## src/rtl/regfile_wport_arbiter.sv

```systemverilog
// regfile_wport_arbiter: shares the single register-file write port among
// NUM_REQ writeback requesters using round-robin arbitration with a
// valid/ready handshake. The write port is driven from registers, one cycle
// after the handshake.
//
// Optional feature (macro RF_CLEAR_ON_RESET_EN): after reset release, writes
// zero to x1..x(2^ADDR_WIDTH-1) before any requester is granted, because the
// register file itself has no reset.
//
// Ports:
//   clk            system clock, rising edge
//   reset_n        asynchronous active-low reset
//   req_valid      per-requester write request
//   req_ready      per-requester grant (combinational, one-hot or zero)
//   req_rd         packed destination indices, requester i at [i*ADDR_WIDTH +: ADDR_WIDTH]
//   req_data       packed write data, same packing
//   rf_write_reg   register-file write index (registered)
//   rf_write_data  register-file write data (registered)
//   rf_reg_write   register-file write enable (registered)
//   grant_id       index of the granted requester (combinational, valid when |req_ready)
//   init_busy      high while the clear sequence runs (registered)
module regfile_wport_arbiter #(
  parameter int unsigned NUM_REQ    = 3,
  parameter int unsigned DATA_WIDTH = 32,
  parameter int unsigned ADDR_WIDTH = 5,
  localparam int unsigned ID_W      = (NUM_REQ > 1) ? $clog2(NUM_REQ) : 1
) (
  input  logic                             clk,
  input  logic                             reset_n,
  input  logic [NUM_REQ-1:0]               req_valid,
  output logic [NUM_REQ-1:0]               req_ready,
  input  logic [NUM_REQ*ADDR_WIDTH-1:0]    req_rd,
  input  logic [NUM_REQ*DATA_WIDTH-1:0]    req_data,
  output logic [ADDR_WIDTH-1:0]            rf_write_reg,
  output logic [DATA_WIDTH-1:0]            rf_write_data,
  output logic                             rf_reg_write,
  output logic [ID_W-1:0]                  grant_id,
  output logic                             init_busy
);

  // One extra bit so rr_ptr + offset never overflows before the wrap.
  localparam int unsigned SUM_W = ID_W + 1;

  logic [ID_W-1:0]       rr_ptr;
  logic                  arb_en;
  logic                  xfer;
  logic [ADDR_WIDTH-1:0] sel_rd;
  logic [DATA_WIDTH-1:0] sel_data;
  logic [SUM_W-1:0]      sum;
  logic [ID_W-1:0]       idx;
  logic [ADDR_WIDTH-1:0] rd_arr   [NUM_REQ];
  logic [DATA_WIDTH-1:0] data_arr [NUM_REQ];

  // Unpack the per-requester fields.
  for (genvar g = 0; g < NUM_REQ; g++) begin : g_unpack
    assign rd_arr[g]   = req_rd[g*ADDR_WIDTH +: ADDR_WIDTH];
    assign data_arr[g] = req_data[g*DATA_WIDTH +: DATA_WIDTH];
  end

  // Round-robin search starting at rr_ptr; first valid requester wins.
  always_comb begin
    req_ready = '0;
    grant_id  = '0;
    xfer      = 1'b0;
    sel_rd    = '0;
    sel_data  = '0;
    sum       = '0;
    idx       = '0;
    if (arb_en) begin
      for (int unsigned k = 0; k < NUM_REQ; k++) begin
        sum = SUM_W'(rr_ptr) + SUM_W'(k);
        idx = (sum >= SUM_W'(NUM_REQ)) ? ID_W'(sum - SUM_W'(NUM_REQ)) : ID_W'(sum);
        if (!xfer && req_valid[idx]) begin
          xfer           = 1'b1;
          req_ready[idx] = 1'b1;
          grant_id       = idx;
          sel_rd         = rd_arr[idx];
          sel_data       = data_arr[idx];
        end
      end
    end
  end

  // Pointer moves just past the winner after every transfer.
  always_ff @(posedge clk or negedge reset_n) begin
    if (!reset_n) begin
      rr_ptr <= '0;
    end else if (xfer) begin
      rr_ptr <= (grant_id == ID_W'(NUM_REQ - 1)) ? '0 : grant_id + ID_W'(1);
    end
  end

`ifdef RF_CLEAR_ON_RESET_EN
  typedef enum logic {ST_INIT, ST_ARB} state_t;

  localparam logic [ADDR_WIDTH-1:0] LAST_REG = '1;

  state_t                state;
  state_t                state_nxt;
  logic [ADDR_WIDTH-1:0] clr_cnt;

  // State register.
  always_ff @(posedge clk or negedge reset_n) begin
    if (!reset_n) state <= ST_INIT;
    else          state <= state_nxt;
  end

  // Next state; grants wait until init_busy has actually dropped.
  always_comb begin
    state_nxt = state;
    arb_en    = 1'b0;
    if (state == ST_INIT) begin
      if (clr_cnt == LAST_REG) state_nxt = ST_ARB;
    end else begin
      arb_en = !init_busy;
    end
  end

  // Write port: clear sweep in INIT, granted request otherwise.
  always_ff @(posedge clk or negedge reset_n) begin
    if (!reset_n) begin
      rf_write_reg  <= '0;
      rf_write_data <= '0;
      rf_reg_write  <= 1'b0;
      init_busy     <= 1'b0;
      clr_cnt       <= ADDR_WIDTH'(1);
    end else if (state == ST_INIT) begin
      rf_write_reg  <= clr_cnt;
      rf_write_data <= '0;
      rf_reg_write  <= 1'b1;
      init_busy     <= 1'b1;
      clr_cnt       <= clr_cnt + ADDR_WIDTH'(1);
    end else begin
      init_busy    <= 1'b0;
      rf_reg_write <= xfer && (sel_rd != '0);
      if (xfer) begin
        rf_write_reg  <= sel_rd;
        rf_write_data <= sel_data;
      end
    end
  end
`else
  assign arb_en    = 1'b1;
  assign init_busy = 1'b0;

  // Write port: register the granted request; x0 writes are suppressed.
  always_ff @(posedge clk or negedge reset_n) begin
    if (!reset_n) begin
      rf_write_reg  <= '0;
      rf_write_data <= '0;
      rf_reg_write  <= 1'b0;
    end else begin
      rf_reg_write <= xfer && (sel_rd != '0);
      if (xfer) begin
        rf_write_reg  <= sel_rd;
        rf_write_data <= sel_data;
      end
    end
  end
`endif

endmodule

```

## config.mk

```make
export PLATFORM = sky130hd
export DESIGN_NAME = regfile_wport_arbiter
export DESIGN_NICKNAME = d
export VERILOG_FILES = /design/src/rtl/regfile_wport_arbiter.sv
export SDC_FILE = /design/constraint.sdc
export NUM_CORES = 1
export LEC_CHECK = 0
export BUFFER_PORTS_ARGS = -buffer_cell sky130_fd_sc_hd__buf_4
export CORE_MARGIN = 5
export CORE_UTILIZATION = 51
export DETAILED_ROUTE_END_ITERATION = 10
export PLACE_DENSITY = 0.8
export RECOVER_POWER = 50
export SLEW_MARGIN = 40
export SYNTH_ARGS = -nofsm -noshare
export SYNTH_HDL_FRONTEND = slang
export SYNTH_SLANG_ARGS = --single-unit
```

## constraint.sdc

```tcl
create_clock -name clk -period 2.55 [get_ports clk]
set_input_delay 0.1275 -clock clk [delete_from_list [all_inputs] [get_ports clk]]
set_output_delay 0.1275 -clock clk [all_outputs]
set_load 0.03 [all_outputs]
```

==> results.json <==
{
  "status": "completed",
  "wl_per_cell_um": 17.9,
  "cts_tree": "yes",
  "end_kind": "output port",
  "async_flop_share": 1.00,
  "clk_pin_slew_ns": 0.08,
  "firstDrtPassIters": 5,
  "multiInputGateArea_um2": 3110,
  "dp.cells": 848,
  "largest_reg_flops": 32,
  "hp-class": "input pin to flop",
  "cap_violations": 0,
  "final.fill_count": 700,
  "grt_usage": 0.288,
  "synth-edff-count": 0,
  "synth_top_area_frac": 0.228,
  "avgSynthCellArea_um2": 7.08,
  "fin_crit_ns": 2.45,
  "max_stage_delay_ns": 0.38,
  "synth_top_family_by_area": "compound AO/OA/AOI/OAI gates",
  "cp_slowest_cell": "dfrtp_1",
  "grt_overflow_total": 0,
  "fin_cells": 858,
  "die_w_um": 103,
  "ys_top_cells_by_count": "o21ai_0 (119), nand2_1 (103), a21oi_1 (79)",
  "grt_pass1_vias": 5188,
  "slew_viol_final": 0,
  "clockBufferDepth": 2,
  "finalWirelength_um": 15400,
  "root_buffer": "clkbuf_8",
  "hold_end": "rf_write_data[12]",
  "io_pins": 160,
  "core_um2": 8300,
  "cp_data_required_time_ns": 2.42,
  "dieArea_um2": 10600,
  "tns_ns": 0,
  "synth_compound_area_frac": 0.397,
  "start_util": 0.529,
  "cpMostUsedCell": "mux2_4",
  "synth-simple-area-share": 0.164,
  "area_growth_syn_to_layout_pct": 30.6,
  "seqCellArea_um2": 1000,
  "nets": 872,
  "rr_startpoint": "rr_ptr[1]",
  "skew_ns": 0.00246,
  "ys_seq_area_frac": 0.228,
  "leakagePower_nw": 2.38,
  "setup_violations": 0,
  "worst_setup_path_start_kind": "flop",
  "drt_iter0_drc": 351,
  "syn_area_um2": 4390,
  "cts_num_sinks": 40,
  "htreeDepth": 2,
  "crit_chain": "inv_1 > ha_4 > mux2_4 > mux2_4 > buf_6 > a221oi_2 > nor2_1 > buf_4",
  "power.density_nw_per_um2": 1530,
  "gp_routability_congestion": 0.925,
  "synth.area.mux_share": 0.122,
  "netlist_instances": 620,
  "critical_path_class": "flop to output port",
  "startpoint": "rr_ptr[1]",
  "die_y_um": 103,
  "antenna_found_initial": 0,
  "hpwl_um": 11000,
  "ys_ff_latch": 40,
  "synth_ff_type": "dfrtp_1",
  "ant_nets": 0,
  "yosysWarnings": 0,
  "fin_crit_sh": 0.961,
  "synth_area_leaders": "dfrtp_1 (23%), o21ai_0 (14%), mux2i_1 (11%)",
  "crit_fanout": 23,
  "maxSlewHeadroom": 0.296,
  "rsz0062_at_grt": "false",
  "io_buffers": 158,
  "numCtsBuffers": 5,
  "yosys.area_share.adder": 0.0114,
  "ir_worst_vdd_mv": 0.810,
  "hp-start": "req_data[76]",
  "yosysMostFrequentCell": "o21ai_0",
  "syn-num-nets": 740,
  "reg2regPathDepth": 8,
  "grt_max_degree": 49,
  "via_per_inst": 6.20,
  "grt_pass1_wl_um": 24600,
  "fmax_ghz": 0.408,
  "r2r_end": "rf_write_data[11]",
  "synth_top_area_cell": "dfrtp_1",
  "worstMarginPinSlew_ns": 1.06,
  "cp.arrival_ns": 2.32,
  "rows": 33,
  "diodes": 0,
  "whs_path_depth": 3,
  "drc": 0,
  "finalHoldViolations": 0,
  "clk_latency_ns": 0.30,
  "drive_gt1_frac": 0.248,
  "synthDistinctLibCells": 39,
  "r2r_slack_ns": 0.22,
  "synthXorXnorAreaFrac": 0,
  "num_vias": 5322
}
[report_power, final]
group | internal [mW] | switching (mW) | total, mW
sequential | 0.984 | 0.212 | 1.20
combinational | 2.62 | 4.44 | 7.05
clock | 0.291 | 0.242 | 0.533
total | 3.89 | 4.89 | 8.78
[placed cells by master (no fill, tap or decap), types with 3 or more instances in the layout]
cell,netlist,layout
nor2b_1,35,33
nand2_1,103,103
a22oi_1,60,60
buf_4,5,161
a211oi_1,4,4
nor2_1,12,12
o211ai_1,4,4
dfrtp_1,40,39
o2bb2ai_1,7,7
mux2i_1,48,48
nand3_1,5,5
o21ai_0,119,118
clkbuf_1,24,22
a21oi_1,79,79
o21ai_1,9,10
a21o_1,5,5
clkbuf_8,0,5
inv_1,3,3
[worst max-delay path: cells and delay by family, from the launching register on]
kind | cells | cell delay [ns]
muxes | 2 | 0.66
buffers and inverters | 3 | 0.48
AOI/OAI and AO/OA | 1 | 0.27
adders and majority gates | 1 | 0.17
DFF | 1 | 0.38
and+or+nand+nor | 1 | 0.06
[worst max path at each step]
stage	to	slack, ns	depth (start not counted)
finish	req_ready[0]	0.1	8
global route	grant_id[1]	0.009	8
CTS	grant_id[1]	0.03	9
detailed placement	rf_write_data[14]	0.17	8
global placement	req_ready[0]	0.25	8
floorplan	req_ready[2]	0.06	7
[metrics by stage]
| stage | utilization | power [mW] | setup slack, ns | hold slack [ns] | cell area (µm²) |
|---|---|---|---|---|---|
| after CTS | 0.698 | 8.82 | 0.0256 | 0.141 | 5790 |
| final | 0.690 | 8.78 | 0.0987 | 0.142 | 5730 |
| after global placement | 0.682 | 7.99 | 0.250 | 0.148 | 5660 |
| after detailed placement | 0.682 | 8.25 | 0.165 | 0.148 | 5660 |
| after global routing | 0.690 | 9.52 | 0.00911 | 0.164 | 5730 |
| after floorplan | - | 6.15 | 0.0642 | -0.168 | 4390 |
[cells by family (layout without fill, tap and decap cells)]
| group | after synthesis | count (layout) |
|---|---|---|
| flops | 40 | 40 |
| buf+inv | 66 | 199 |
| simple gates | 161 | 161 |
| fa+ha+maj | 4 | 4 |
| other cells | 1 | 1 |
| compound gates | 296 | 296 |
| mux | 52 | 52 |
[what timing repair did]
item	4_1_cts	5_1_grt
pin swaps	0	1
endpoints found under the hold margin	40	0
setup endpoints to repair	1	4
buffers inserted	1	0
gates resized for setup	2	5
cloned	0	0
hold buffers	1	0
[metal layers]
layer,global-route usage,part of all wire,vias up
met5,0,0,-
met4,0.0936,0.023,0
met3,0.0595,0.11,39
met2,0.471,0.47,337
met1,0.381,0.40,2421
li1,-,-,2525
[layout make-up]
type / count / share of cell area
Multi-Input combinational cell: 514 / 0.543
Timing Repair Buffer: 188 / 0.238
Sequential cell: 40 / 0.175
Tap cell: 105 / 0.0229
Clock buffer: 6 / 0.0127
Clock inverter: 2 / 0.00612
Inverter: 3 / 0.00197
No activity file was read; power rests on OpenSTA's default activity.
